--- src/rtl/present_pkg.sv ---
`default_nettype none
// ============================================================================
// present_pkg : PRESENT S-box tables, lookup helpers and layer FSM states
// Rev 1.0
// ============================================================================
package present_pkg;

  typedef enum logic [1:0] {
    IDLE = 2'd0,
    BUSY = 2'd1,
    DONE = 2'd2
  } state_t;

  localparam logic [3:0] PRESENT_SBOX [16] = '{
    4'hC, 4'h5, 4'h6, 4'hB, 4'h9, 4'h0, 4'hA, 4'hD,
    4'h3, 4'hE, 4'hF, 4'h8, 4'h4, 4'h7, 4'h1, 4'h2
  };

  localparam logic [3:0] PRESENT_INV_SBOX [16] = '{
    4'h5, 4'hE, 4'hF, 4'h8, 4'hC, 4'h1, 4'h2, 4'hD,
    4'hB, 4'h4, 4'h6, 4'h3, 4'h0, 4'h7, 4'h9, 4'hA
  };

  function automatic logic [3:0] present_sbox4(input logic [3:0] nibble);
    return PRESENT_SBOX[nibble];
  endfunction

  function automatic logic [3:0] present_inv_sbox4(input logic [3:0] nibble);
    return PRESENT_INV_SBOX[nibble];
  endfunction

endpackage
`default_nettype wire

--- src/rtl/present_sbox4_dual.sv ---
`default_nettype none
// ============================================================================
// present_sbox4_dual : combinational 4-bit PRESENT S-box, forward or inverse
// Rev 1.0
// ============================================================================
module present_sbox4_dual
  import present_pkg::*;
(
  input  logic       i_inv,
  input  logic [3:0] i_nib,
  output logic [3:0] o_nib
);

  assign o_nib = i_inv ? present_inv_sbox4(i_nib) : present_sbox4(i_nib);

endmodule
`default_nettype wire

--- src/rtl/present_sbox_layer_iter.sv ---
`default_nettype none
// ============================================================================
// present_sbox_layer_iter : iterative PRESENT substitution layer, LANES nibbles
// per cycle, valid/ready on both sides.   Rev 1.0
// ============================================================================
module present_sbox_layer_iter
  import present_pkg::*;
#(
  parameter int WIDTH = 64,
  parameter int LANES = 4
) (
  input  logic             clk,
  input  logic             rst_n,
  input  logic             mode,
  input  logic [WIDTH-1:0] idat,
  input  logic             ivalid,
  output logic             iready,
  output logic [WIDTH-1:0] odat,
  output logic             ovalid,
  input  logic             oready
);

  // Guarded so an illegal LANES still elaborates far enough to hit the check.
  localparam int LDIV  = (LANES > 0) ? 4 * LANES : 4;
  localparam int NSTEP = ((WIDTH / LDIV) > 0) ? (WIDTH / LDIV) : 1;
  localparam int CW    = (NSTEP > 1) ? $clog2(NSTEP) : 1;
  localparam int LBITS = LDIV;

  generate
    if ((LANES < 1) || ((WIDTH % LDIV) != 0)) begin : g_param_check
      $error("present_sbox_layer_iter: WIDTH must be a nonzero multiple of 4*LANES");
    end
  endgenerate

  state_t           r_state;
  state_t           w_state_nxt;
  logic [CW-1:0]    r_cnt;
  logic [CW-1:0]    w_cnt_nxt;
  logic             r_mode;
  logic             w_mode_nxt;
  logic [WIDTH-1:0] r_dat;
  logic [WIDTH-1:0] w_dat_nxt;
  logic             r_ovalid;
  logic             w_ovalid_nxt;

  logic [LBITS-1:0] w_lane_in;
  logic [LBITS-1:0] w_lane_out;
  logic [WIDTH-1:0] w_stepped;
  logic             w_last;

  assign w_last = (r_cnt == CW'(NSTEP - 1));

  // Select the group of LANES nibbles addressed by the step counter.
  always_comb begin
    w_lane_in = '0;
    for (int s = 0; s < NSTEP; s++) begin
      if (r_cnt == CW'(s)) begin
        w_lane_in = r_dat[s*LBITS +: LBITS];
      end
    end
  end

  generate
    for (genvar l = 0; l < LANES; l++) begin : g_lane
      present_sbox4_dual u_sbox (
        .i_inv (r_mode),
        .i_nib (w_lane_in[l*4 +: 4]),
        .o_nib (w_lane_out[l*4 +: 4])
      );
    end
  endgenerate

  // Write the substituted group back into the same slot of the working word.
  always_comb begin
    w_stepped = r_dat;
    for (int s = 0; s < NSTEP; s++) begin
      if (r_cnt == CW'(s)) begin
        w_stepped[s*LBITS +: LBITS] = w_lane_out;
      end
    end
  end

  always_comb begin
    w_state_nxt  = r_state;
    w_cnt_nxt    = r_cnt;
    w_mode_nxt   = r_mode;
    w_dat_nxt    = r_dat;
    w_ovalid_nxt = r_ovalid;
    case (r_state)
      IDLE: begin
        if (ivalid) begin
          w_state_nxt = BUSY;
          w_cnt_nxt   = '0;
          w_mode_nxt  = mode;
          w_dat_nxt   = idat;
        end
      end
      BUSY: begin
        w_dat_nxt = w_stepped;
        if (w_last) begin
          w_state_nxt  = DONE;
          w_ovalid_nxt = 1'b1;
        end else begin
          w_cnt_nxt = r_cnt + CW'(1);
        end
      end
      DONE: begin
        if (oready) begin
          w_state_nxt  = IDLE;
          w_ovalid_nxt = 1'b0;
        end
      end
      default: begin
        w_state_nxt  = IDLE;
        w_ovalid_nxt = 1'b0;
      end
    endcase
  end

  always_ff @(posedge clk or negedge rst_n) begin
    if (!rst_n) begin
      r_state  <= IDLE;
      r_cnt    <= '0;
      r_mode   <= 1'b0;
      r_dat    <= '0;
      r_ovalid <= 1'b0;
    end else begin
      r_state  <= w_state_nxt;
      r_cnt    <= w_cnt_nxt;
      r_mode   <= w_mode_nxt;
      r_dat    <= w_dat_nxt;
      r_ovalid <= w_ovalid_nxt;
    end
  end

  assign iready = (r_state == IDLE);
  assign odat   = r_dat;
  assign ovalid = r_ovalid;

endmodule
`default_nettype wire

--- config.mk ---
export PLATFORM = sky130hd
export DESIGN_NAME = present_sbox_layer_iter
export DESIGN_NICKNAME = d
export VERILOG_FILES = /design/src/rtl/present_pkg.sv /design/src/rtl/present_sbox4_dual.sv /design/src/rtl/present_sbox_layer_iter.sv
export SDC_FILE = /design/constraint.sdc
export NUM_CORES = 1
export LEC_CHECK = 0
export ABC_AREA = 0
export CELL_PAD_IN_SITES_DETAIL_PLACEMENT = 0
export CELL_PAD_IN_SITES_GLOBAL_PLACEMENT = 1
export CORE_ASPECT_RATIO = 1.75
export CORE_MARGIN = 2
export CORE_UTILIZATION = 30
export DETAILED_ROUTE_END_ITERATION = 10
export PLACE_DENSITY_LB_ADDON = 0.1
export SYNTH_ARGS = -nofsm -noshare
export SYNTH_HDL_FRONTEND = slang
export SYNTH_SLANG_ARGS = --single-unit
--- constraint.sdc ---
create_clock -name clk -period 3.55 [get_ports clk]
set_clock_uncertainty 0.15 [all_clocks]
set_input_delay 0.8875 -clock clk [delete_from_list [all_inputs] [get_ports clk]]
set_output_delay 0.8875 -clock clk [all_outputs]
set_load 0.03 [all_outputs]
* After elaboration in Yosys (flattened, before gate mapping) *
Memory sizes are Yosys's and may differ from the RTL's.
Cells that the tools add are included.

storage, ports and cells
  bits in registers = 70
  ROM bits = 512
  output and inout port bits = 66
  memories kept = 8

operators by class
  add/sub/neg operators = 1
  $lt $le $gt $ge = 4
  equality and inequality tests = 12
  multiplexer cells = 40
  bitwise operators = 5
  reductions and logical operators = 11

memories
  memory            depth  width  read ports  clocked after memory_dff  wr ports  RTL line           text
  (name not given)  16     4      1           0                         0         present_pkg.sv:29  return PRESENT_INV_SBOX[nibble];
  (name not given)  16     4      1           0                         0         present_pkg.sv:25  return PRESENT_SBOX[nibble];
  (name not given)  16     4      1           0                         0         present_pkg.sv:29
  (name not given)  16     4      1           0                         0         present_pkg.sv:29
  (name not given)  16     4      1           0                         0         present_pkg.sv:25
  (name not given)  16     4      1           0                         0         present_pkg.sv:25
  +2 memories       n/a    n/a    n/a         n/a                       n/a       n/a

operators with widths
  operator               count
  $mux W16               8
  $pmux W64 S2           1
  $mux W4                20
  $mux W64               1
  $reduce_and A3 Y1      7
  $ge A5 B5 Y1 const B   4
  $not A4 Y5             4
  $ne A2 B2 Y1 const B   7
  $mux W2                5
  $eq A2 B2 Y1 const B   3
  $pmux W2 S3            1
  $eq A2 B1 Y1 const B   2
  $logic_not A2 Y1       2
  $pmux W2 S2            1
  $pmux W1 S3            1
  $add A2 B1 Y2 const B  1
  $mux W1                2
  $reduce_and A2 Y1      1
  $reduce_bool A2 Y1     1
  $not A1 Y1             1

* Longest topological paths before layout *
Gate-level depths: netlist of run 1.

  depth after elaboration = 12
  gate-level depth with buffers = 15

* By module *
From an unflattened synthesis of run 1, not the netlist that was laid out.

second synthesis, totals
  cells, all modules = 532
  area, all modules = 5175.0 µm²

by module, submodules not included
  module                                     times used  cells each  area each (µm²)
  present_sbox_layer_iter                    1           389         3902.5
  present_sbox4_dual (g_lane[1].u_sbox ...)  3           36          319.1
  present_sbox4_dual (g_lane[0].u_sbox)      1           35          315.3

* Worst setup path after synthesis of run 1 *
No wires, ideal clock.

  path type = reg2reg
  start = register r_cnt[0]
  end = register r_dat[55] (netlist: odat[55])
  setup time = 0.141 ns
  arrival = 2.896 ns
  slack = 0.363 ns
  stages on the path, launching flop included = 14
  path buffers = 2
  path through = dfrtp_1 -> inv_1 -> ha_1 -> nand2b_2 -> buf_6 -> o221ai_1 -> inv_1 -> ha_1 -> clkbuf_1 -> nor2_1 -> o21ai_0 -> o31ai_1 -> a311oi_2 -> a31oi_1

on the way
  longest elaborated chain between the ends = 12

RTL lines
  element                                          RTL line                              text
  start: declaration                               present_sbox_layer_iter.sv:37         logic [CW-1:0] r_cnt;
  start signal: assignment                         present_sbox_layer_iter.sv:129        r_cnt <= w_cnt_nxt;
  $logic_not A2 Y1                                 present_sbox_layer_iter.sv:57         if (r_cnt == CW'(s)) begin
  $mux W16 (4 in series)                           present_sbox_layer_iter.sv:57
  $not A4 Y5 (not written as such)                 present_pkg.sv:25, present_pkg.sv:29
  $mem_v2 Z16 W4, on equally long branches         n/a
  $mux W4, on equally long branches (2 in series)  present_pkg.sv:25, present_pkg.sv:29
  $mux W4                                          present_sbox4_dual.sv:14              assign o_nib = i_inv ? present_inv_sbox4(i_nib) : present_sbox4(i_nib);
  $mux W16                                         present_sbox_layer_iter.sv:77         if (r_cnt == CW'(s)) begin
  $pmux W64 S2                                     present_sbox_layer_iter.sv:89         case (r_state)
  end signal: assignment                           present_sbox_layer_iter.sv:131        r_dat <= w_dat_nxt;
  end: declaration                                 present_sbox_layer_iter.sv:41         logic [WIDTH-1:0] r_dat;

Parallel ways exist; a longest one is shown, timed or not. The select of a mux whose other input is x is not followed.
A chain may end at the register's enable or synchronous reset.

* Final worst setup path of run 1 *
  start = register r_cnt[0]
  end = register r_dat[50] (netlist: odat[50])

Same word-level chain as after synthesis.

==> impl_metrics.xml, run 1 <==
<?xml version="1.0" encoding="UTF-8"?>
<metrics>
  <group name="outcome">
    <metric name="run_status" unit="">finished, final reports clean</metric>
  </group>
  <group name="sta">
    <metric name="slew_headroom" unit="">0.477</metric>
    <metric name="fin_max_slew_vios" unit="">0</metric>
    <metric name="period_utilization" unit="">0.948</metric>
    <metric name="max_clock_freq" unit="GHz">0.297</metric>
    <metric name="fin_crit" unit="ns">3.37</metric>
    <metric name="report.final.hold_viol_count" unit="">0</metric>
    <metric name="totalNegativeSetupSlack" unit="ns">0</metric>
    <metric name="unrepaired_setup_endpoints_after_global_routing" unit="">yes</metric>
    <metric name="timing.final.setup_violations" unit="">0</metric>
    <metric name="timing_worst_slew_pin_value" unit="ns">0.781</metric>
  </group>
  <group name="worst_setup_path">
    <metric name="cp_num_buf_inv" unit="">3</metric>
    <metric name="critical-path-max-stage-delay" unit="ns">0.45</metric>
    <metric name="timing.critical_path.cells" unit="">inv_1 -&gt; ha_1 -&gt; or2_1 -&gt; a221o_2 -&gt; o221ai_2 -&gt; inv_1 -&gt; ha_1 -&gt; inv_1 -&gt; mux4_2 -&gt; nor2_1 -&gt; o21a_2 -&gt; o22ai_1</metric>
    <metric name="worst-path-max-fanout" unit="">7</metric>
    <metric name="crit_path_end_kind" unit="">flip-flop</metric>
    <metric name="worst_path_dominant_cell_family" unit="">compound AO/OA/AOI/OAI gates</metric>
    <metric name="startpoint_type" unit="">flip-flop</metric>
    <metric name="worst-setup-path-type" unit="">flip-flop to flip-flop</metric>
    <metric name="worst_path_most_repeated_cell" unit="">sky130_fd_sc_hd__inv_1</metric>
    <metric name="worstPathRequired" unit="ns">3.61</metric>
    <metric name="critical_path_arrival" unit="ns">3.42</metric>
    <metric name="critical_path.slowest_cell" unit="">sky130_fd_sc_hd__mux4_2</metric>
  </group>
  <group name="yosys">
    <metric name="post_synth_num_cell_types" unit="">66</metric>
    <metric name="number_of_synthesized_register_bits" unit="">70</metric>
    <metric name="ys_seq_area_frac" unit="">0.349</metric>
    <metric name="syn_nets" unit="">713</metric>
    <metric name="flip_flop_cell_with_the_highest_count_after_synthesis" unit="">sky130_fd_sc_hd__dfrtp_1</metric>
    <metric name="synth-edff-count" unit="">0</metric>
    <metric name="syn_area" unit="um2">5020</metric>
    <metric name="syn_inst" unit="">612</metric>
    <metric name="synth-warning-count" unit="">0</metric>
    <metric name="post_synth.cell_area_avg" unit="um2">8.20</metric>
    <metric name="postSynth.asyncResetShare" unit="">1.00</metric>
  </group>
  <group name="grt">
    <metric name="grt_start_max_net_pins" unit="">71</metric>
    <metric name="grt_usage" unit="">0.216</metric>
    <metric name="first_global_vias" unit="">5177</metric>
    <metric name="number_of_antenna_violations_at_the_first_check_in_global_routing" unit="">0</metric>
    <metric name="grt_pass1_wl" unit="mm">29.2</metric>
    <metric name="grt-ovfl-total" unit="">0</metric>
  </group>
  <group name="final_layout">
    <metric name="antenna_cells_inserted" unit="">0</metric>
    <metric name="final_core_util" unit="">0.424</metric>
    <metric name="n_fill_cell" unit="">1699</metric>
    <metric name="drive_gt1_frac" unit="">0.115</metric>
    <metric name="nNetsFinal" unit="">841</metric>
    <metric name="area_delta_synth_final" unit="%">38.3</metric>
  </group>
  <group name="floorplanning">
    <metric name="fp.coreArea" unit="um2">16400</metric>
    <metric name="initial_core_utilization" unit="">0.307</metric>
    <metric name="die_y" unit="um">175</metric>
    <metric name="floorplan.die_area" unit="um2">17800</metric>
    <metric name="chipWidth" unit="um">102</metric>
    <metric name="num_io_pins" unit="">135</metric>
    <metric name="rows" unit="">62</metric>
  </group>
  <group name="cts">
    <metric name="tritoncts" unit="">built</metric>
    <metric name="tritoncts.num_buffers" unit="">9</metric>
    <metric name="cts-root-to-sink-buffers" unit="">2</metric>
    <metric name="cts_root_buf" unit="">sky130_fd_sc_hd__clkbuf_16</metric>
    <metric name="clk_pin_slew_worst_paths" unit="ns">0.07</metric>
    <metric name="cts-htree-levels" unit="">3</metric>
    <metric name="cts_num_sinks" unit="">70</metric>
    <metric name="insertion_delay" unit="ns">0.34</metric>
  </group>
  <group name="drt">
    <metric name="vias" unit="">5175</metric>
    <metric name="finalWirelength" unit="mm">19.1</metric>
    <metric name="detail_route.vias_per_cell" unit="">5.34</metric>
    <metric name="drtIter0Drc" unit="">246</metric>
    <metric name="wl_cell" unit="um">19.7</metric>
    <metric name="drc" unit="">0</metric>
    <metric name="drt_first_pass_iters" unit="">5</metric>
    <metric name="drt.antenna.violating_nets" unit="">0</metric>
  </group>
  <group name="place">
    <metric name="globalplace.congestion" unit="">0.826</metric>
    <metric name="portBuffers" unit="">134</metric>
    <metric name="place.detailed.hpwl" unit="mm">14.8</metric>
  </group>
  <group name="hold_path">
    <metric name="min_path_type" unit="">flip-flop to flip-flop</metric>
  </group>
  <group name="run">
    <metric name="maxCapViolCount" unit="">0</metric>
  </group>
</metrics>
==> metal layers <==
layer  track usage  routed length (um)
met5             0                   0
met4        0.0760                 546
met3        0.0348                 792
met2         0.374               10000
met1         0.267                7780
==> state kept, by name, summed over array words and instances (netlist names) <==
register	count
odat	64
ovalid	1
r_cnt	2
r_mode	1
r_state	2
==> path summary, 6_finish.rpt <==
kind / startpoint / to / slack [ns] / cells past startpoint
worst max-delay path: r_cnt[0]$_DFFE_PN0P_ / odat[50]$_DFFE_PN0P_ / 0.18 / 12
worst min-delay path: ovalid$_DFFE_PN0P_ / ovalid$_DFFE_PN0P_ / 0.38 / 2
worst max register to register: r_cnt[0]$_DFFE_PN0P_ / odat[50]$_DFFE_PN0P_ / 0.18 / 12
worst min register to register: ovalid$_DFFE_PN0P_ / ovalid$_DFFE_PN0P_ / 0.38 / 2
max in group asynchronous: rst_n / odat[18]$_DFFE_PN0P_ / 2.51 / 2
min in group asynchronous: rst_n / odat[9]$_DFFE_PN0P_ / 0.41 / 2
==> synthesized netlist by cell type, types with 3 or more instances <==
cell | n | area [um2]
sky130_fd_sc_hd__ha_1 | 32 | 400
sky130_fd_sc_hd__nor4_1 | 3 | 18.8
sky130_fd_sc_hd__a221oi_1 | 3 | 26.3
sky130_fd_sc_hd__a31oi_1 | 54 | 338
sky130_fd_sc_hd__nor2b_1 | 3 | 18.8
sky130_fd_sc_hd__o21ai_0 | 27 | 135
sky130_fd_sc_hd__o22ai_1 | 17 | 106
sky130_fd_sc_hd__a211oi_1 | 4 | 30.0
sky130_fd_sc_hd__o221ai_1 | 6 | 52.6
sky130_fd_sc_hd__nand2_1 | 99 | 372
sky130_fd_sc_hd__o41ai_1 | 4 | 35.0
sky130_fd_sc_hd__a21oi_1 | 13 | 65.1
sky130_fd_sc_hd__buf_4 | 6 | 45.0
sky130_fd_sc_hd__clkbuf_1 | 21 | 78.8
sky130_fd_sc_hd__buf_6 | 4 | 45.0
sky130_fd_sc_hd__nand3_1 | 9 | 45.0
sky130_fd_sc_hd__mux2i_1 | 9 | 90.1
sky130_fd_sc_hd__o221ai_2 | 3 | 45.0
sky130_fd_sc_hd__nor3_1 | 12 | 60.1
sky130_fd_sc_hd__a211o_1 | 3 | 26.3
sky130_fd_sc_hd__dfrtp_1 | 70 | 1750
sky130_fd_sc_hd__o211ai_1 | 11 | 82.6
sky130_fd_sc_hd__nor2_1 | 77 | 289
sky130_fd_sc_hd__nand2b_1 | 5 | 31.3
sky130_fd_sc_hd__or4_1 | 3 | 22.5
sky130_fd_sc_hd__buf_2 | 18 | 90.1
sky130_fd_sc_hd__o21ai_1 | 3 | 15.0
sky130_fd_sc_hd__nand4_1 | 7 | 43.8
sky130_fd_sc_hd__a311oi_1 | 3 | 26.3
sky130_fd_sc_hd__mux2_2 | 3 | 33.8
sky130_fd_sc_hd__inv_1 | 30 | 113
==> layout make-up <==
type                    instances  area, um2  share of cell area
multi-input cells             462       2930               0.422
inverters                      31        116              0.0168
well taps                     224        280              0.0404
clock inverters                 6       45.0             0.00649
flip-flops and latches         70       1750               0.252
repair buffers                166       1590               0.229
clock buffers                  10        229              0.0330
==> metrics by stage <==
stage                     std cells  setup slack [ns]  instance area (um2)  hold WS [ns]
final                           969             0.184                 6940         0.378
after global routing            969           -0.0178                 6940         0.402
after CTS                       968             0.116                 6920         0.384
after detailed placement        952            0.0231                 6640         0.363
after global placement          952             0.148                 6640         0.372
after floorplan                 612             0.363                 5020         0.405
==> placed cells by master, fill, tap and decap left out, drive strengths merged, types with 3 or more instances in the layout <==
| cell | netlist | routed |
|---|---|---|
| buf | 28 | 33 |
| a31oi | 54 | 54 |
| nand3 | 9 | 9 |
| o221ai | 9 | 9 |
| clkdlybuf4s50 | 0 | 133 |
| o41ai | 4 | 4 |
| or4 | 3 | 3 |
| clkinvlp | 0 | 3 |
| a21oi | 13 | 13 |
| o211ai | 11 | 11 |
| o22ai | 17 | 17 |
| inv | 30 | 32 |
| ha | 32 | 32 |
| or2 | 3 | 3 |
| nor2b | 4 | 4 |
| a311oi | 4 | 4 |
| nor4 | 5 | 5 |
| dfrtp | 70 | 70 |
| nand2b | 6 | 6 |
| a2111oi | 3 | 3 |
| a211oi | 6 | 6 |
| clkbuf | 21 | 10 |
| nand4 | 7 | 7 |
| o21ai | 30 | 30 |
| a211o | 3 | 3 |
| a221oi | 6 | 6 |
| o311ai | 3 | 3 |
| mux2i | 9 | 9 |
| mux2 | 3 | 3 |
| nor2 | 79 | 79 |
| nor3 | 14 | 14 |
| nand2 | 99 | 99 |
==> what timing repair did <==
item / 4_1_cts / 5_1_grt
gates resized for setup: 1 / 5
pin swaps: 0 / 2
hold buffers: 0 / 0
buffers inserted: 0 / 1
setup endpoints to repair: 1 / 23
==> worst reg2reg max path, cell delays in order, from the launching register on <==
cell	delay, ns
sky130_fd_sc_hd__dfrtp_1	0.40
sky130_fd_sc_hd__inv_1	0.08
sky130_fd_sc_hd__ha_1	0.29
sky130_fd_sc_hd__or2_1	0.36
sky130_fd_sc_hd__a221o_2	0.35
sky130_fd_sc_hd__o221ai_2	0.07
sky130_fd_sc_hd__inv_1	0.11
sky130_fd_sc_hd__ha_1	0.41
sky130_fd_sc_hd__inv_1	0.08
sky130_fd_sc_hd__mux4_2	0.45
sky130_fd_sc_hd__nor2_1	0.13
sky130_fd_sc_hd__o21a_2	0.25
sky130_fd_sc_hd__o22ai_1	0.11
==> logic make-up (layout without fill, tap and decap cells) <==
group	count (synthesis)	in the layout	share of synthesized area
AO/OA/AOI/OAI	181	181	0.258
adder cells (fa/ha/maj)	32	32	0.0798
buffers and inverters	80	213	0.0748
flip-flops	70	70	0.349
multiplexers	13	13	0.0292
AND/OR/NAND/NOR	236	236	0.210
Power of run 1 is not shown: default switching activity piles up to over one toggle a cycle in this logic, so the estimate is an artifact.
==> run 2: changes to the inputs <==
--- a/config.mk
+++ b/config.mk
@@ -11,7 +11,9 @@
 export CORE_ASPECT_RATIO = 1.75
 export CORE_MARGIN = 2
 export CORE_UTILIZATION = 30
+export CTS_CLUSTER_DIAMETER = 30
 export DETAILED_ROUTE_END_ITERATION = 10
+export GPL_TIMING_DRIVEN = 0
 export PLACE_DENSITY_LB_ADDON = 0.1
 export SYNTH_ARGS = -nofsm -noshare
 export SYNTH_HDL_FRONTEND = slang
==> impl_metrics.xml, run 2 (synthesis gave the netlist of run 1 again) <==
<?xml version="1.0" encoding="UTF-8"?>
<metrics>
  <group name="place">
    <metric name="portBuffers" unit="">134</metric>
    <metric name="globalplace.congestion" unit="">0.883</metric>
    <metric name="place.detailed.hpwl" unit="mm">16.2</metric>
    <metric name="place.detailed.instances" unit="">971</metric>
  </group>
  <group name="floorplanning">
    <metric name="floorplan.die_area" unit="um2">17800</metric>
    <metric name="chipWidth" unit="um">102</metric>
    <metric name="die_y" unit="um">175</metric>
    <metric name="fp.coreArea" unit="um2">16400</metric>
    <metric name="initial_core_utilization" unit="">0.307</metric>
    <metric name="num_io_pins" unit="">135</metric>
    <metric name="rows" unit="">62</metric>
  </group>
  <group name="outcome">
    <metric name="run_status" unit="">finished, final reports clean</metric>
  </group>
  <group name="worst_setup_path">
    <metric name="timing.critical_path.cells" unit="">ha_1 -&gt; buf_2 -&gt; nor2_4 -&gt; o211ai_1 -&gt; o221ai_4 -&gt; inv_2 -&gt; ha_4 -&gt; inv_1 -&gt; or4_1 -&gt; o311ai_0 -&gt; nor4_2 -&gt; buf_4 -&gt; a31oi_1</metric>
    <metric name="startpoint_type" unit="">flip-flop</metric>
    <metric name="worstPathRequired" unit="ns">3.66</metric>
    <metric name="critical_path_arrival" unit="ns">3.52</metric>
    <metric name="critical_path.slowest_cell" unit="">sky130_fd_sc_hd__or4_1</metric>
    <metric name="crit_path_end_kind" unit="">flip-flop</metric>
    <metric name="critical-path-max-stage-delay" unit="ns">0.54</metric>
    <metric name="worst-path-max-fanout" unit="">10</metric>
    <metric name="worst-setup-path-type" unit="">flip-flop to flip-flop</metric>
  </group>
  <group name="final_layout">
    <metric name="final_core_util" unit="">0.440</metric>
    <metric name="leading_cell_type_in_the_layout_fill_and_taps_excluded" unit="">sky130_fd_sc_hd__clkdlybuf4s50_1</metric>
    <metric name="nNetsFinal" unit="">868</metric>
    <metric name="largest_register_ffs" unit="">64</metric>
    <metric name="commonest_non_fill_non_tap_cells_in_the_layout" unit="">133 x sky130_fd_sc_hd__clkdlybuf4s50_1, 99 x sky130_fd_sc_hd__nand2_1, 77 x sky130_fd_sc_hd__nor2_1</metric>
    <metric name="drive_gt1_frac" unit="">0.133</metric>
    <metric name="final_cell_count_no_fill" unit="">996</metric>
    <metric name="n_fill_cell" unit="">1664</metric>
    <metric name="area_delta_synth_final" unit="%">43.5</metric>
    <metric name="antenna_cells_inserted" unit="">0</metric>
  </group>
  <group name="cts">
    <metric name="cts_root_buf" unit="">sky130_fd_sc_hd__clkbuf_16</metric>
    <metric name="cts-root-to-sink-buffers" unit="">2</metric>
    <metric name="insertion_delay" unit="ns">0.34</metric>
    <metric name="clk_pin_slew_worst_paths" unit="ns">0.06</metric>
    <metric name="tritoncts" unit="">built</metric>
    <metric name="cts-htree-levels" unit="">3</metric>
    <metric name="tritoncts.num_buffers" unit="">9</metric>
    <metric name="cts_num_sinks" unit="">70</metric>
    <metric name="cts_hold_buf" unit="">0</metric>
  </group>
  <group name="drt">
    <metric name="drc" unit="">0</metric>
    <metric name="detail_route.vias_per_cell" unit="">5.39</metric>
    <metric name="wl_cell" unit="um">21.4</metric>
    <metric name="drtIter0Drc" unit="">293</metric>
    <metric name="drt.antenna.violating_nets" unit="">0</metric>
    <metric name="vias" unit="">5370</metric>
    <metric name="drt_first_pass_iters" unit="">5</metric>
    <metric name="finalWirelength" unit="mm">21.3</metric>
  </group>
  <group name="grt">
    <metric name="grt_pass1_wl" unit="mm">31.8</metric>
    <metric name="grt-ovfl-total" unit="">0</metric>
    <metric name="grt_start_max_net_pins" unit="">59</metric>
    <metric name="number_of_antenna_violations_at_the_first_check_in_global_routing" unit="">0</metric>
    <metric name="grt_usage" unit="">0.238</metric>
    <metric name="first_global_vias" unit="">5543</metric>
  </group>
  <group name="sta">
    <metric name="max_clock_freq" unit="GHz">0.293</metric>
    <metric name="period_utilization" unit="">0.960</metric>
    <metric name="report.final.hold_viol_count" unit="">0</metric>
    <metric name="fin_crit" unit="ns">3.41</metric>
    <metric name="fin_max_slew_vios" unit="">0</metric>
    <metric name="slew_headroom" unit="">0.423</metric>
    <metric name="timing_worst_slew_pin_value" unit="ns">0.844</metric>
    <metric name="timing.final.setup_violations" unit="">0</metric>
    <metric name="totalNegativeSetupSlack" unit="ns">0</metric>
  </group>
  <group name="run">
    <metric name="maxCapViolCount" unit="">0</metric>
  </group>
  <group name="hold_path">
    <metric name="min_path_type" unit="">primary input to asynchronous set/reset pin</metric>
  </group>
</metrics>
==> run 2: changes by cell type in the layout (fill, tap and decap cells not counted), moves of 2 or more <==
| cell | change |
|---|---|
| sky130_fd_sc_hd__clkbuf_1 | +19 |
| sky130_fd_sc_hd__a21oi_1 | +3 |
| sky130_fd_sc_hd__buf_4 | -12 |
| sky130_fd_sc_hd__inv_2 | +5 |
| sky130_fd_sc_hd__inv_1 | -5 |
| sky130_fd_sc_hd__o221ai_1 | -4 |
| sky130_fd_sc_hd__o221ai_4 | +3 |
| sky130_fd_sc_hd__ha_1 | -2 |
| sky130_fd_sc_hd__a21oi_2 | -3 |
| sky130_fd_sc_hd__buf_2 | +15 |
| sky130_fd_sc_hd__ha_4 | +3 |
| sky130_fd_sc_hd__buf_6 | +4 |
==> run 2: metal layers <==
metal | up-vias | global-route usage | share of wire
li1 | 2532 | - | -
met5 | - | 0 | 0
met2 | 180 | 0.419 | 0.52
met1 | 2603 | 0.287 | 0.40
met4 | 0 | 0.101 | 0.036
met3 | 55 | 0.0280 | 0.045
==> run 2: layout make-up <==
class / count / area [um2] / share of cell area
Tap cell: 224 / 280 / 0.0389
Inverter: 31 / 116 / 0.0162
Sequential cell: 70 / 1750 / 0.243
Multi-Input combinational cell: 462 / 3050 / 0.423
Timing Repair Buffer: 146 / 1450 / 0.201
Clock inverter: 6 / 70.1 / 0.00973
Clock buffer: 10 / 229 / 0.0318
Buffer: 47 / 256 / 0.0356
==> run 2: repair_timing <==
| action | in CTS | in global routing |
|---|---|---|
| cloned | 0 | 0 |
| setup buffers | 1 | 10 |
| hold endpoints to repair | 0 | 0 |
| pin swaps | 2 | 9 |
| resized for setup | 22 | 10 |
| setup endpoints to repair | 52 | 41 |
==> run 2: final timing paths <==
kind                                      start              endpoint  slack (ns)  cells after the start
setup reg to reg           r_cnt[0]$_DFFE_PN0P_  odat[56]$_DFFE_PN0P_        0.14                     13
min in group clk             ovalid$_DFFE_PN0P_    ovalid$_DFFE_PN0P_        0.40                      2
setup / recovery           r_cnt[0]$_DFFE_PN0P_  odat[56]$_DFFE_PN0P_        0.14                     13
hold / removal                            rst_n   odat[9]$_DFFE_PN0P_        0.25                      1
max in group asynchronous                 rst_n  odat[19]$_DFFE_PN0P_        2.43                      2
hold reg to reg              ovalid$_DFFE_PN0P_    ovalid$_DFFE_PN0P_        0.40                      2
==> run 2: stage by stage <==
step	area, um2	hold WS (ns)	setup slack, ns
finish	7200	0.249	0.141
global route	7200	0.253	-0.00815
CTS	7100	0.248	0.00296
detailed placement	6670	0.375	-0.787
global placement	6640	0.376	-1.19
floorplan	5020	0.405	0.363
==> run 2: worst max-delay path, delay by kind of cell (launching register included) <==
kind | cells | cell delay (ns)
AOI/OAI and AO/OA | 4 | 0.67
and+or+nand+nor | 3 | 0.89
DFF | 1 | 0.42
adders and majority gates | 2 | 0.58
buffers and inverters | 4 | 0.58
Power of run 2 is left out for the same reason.
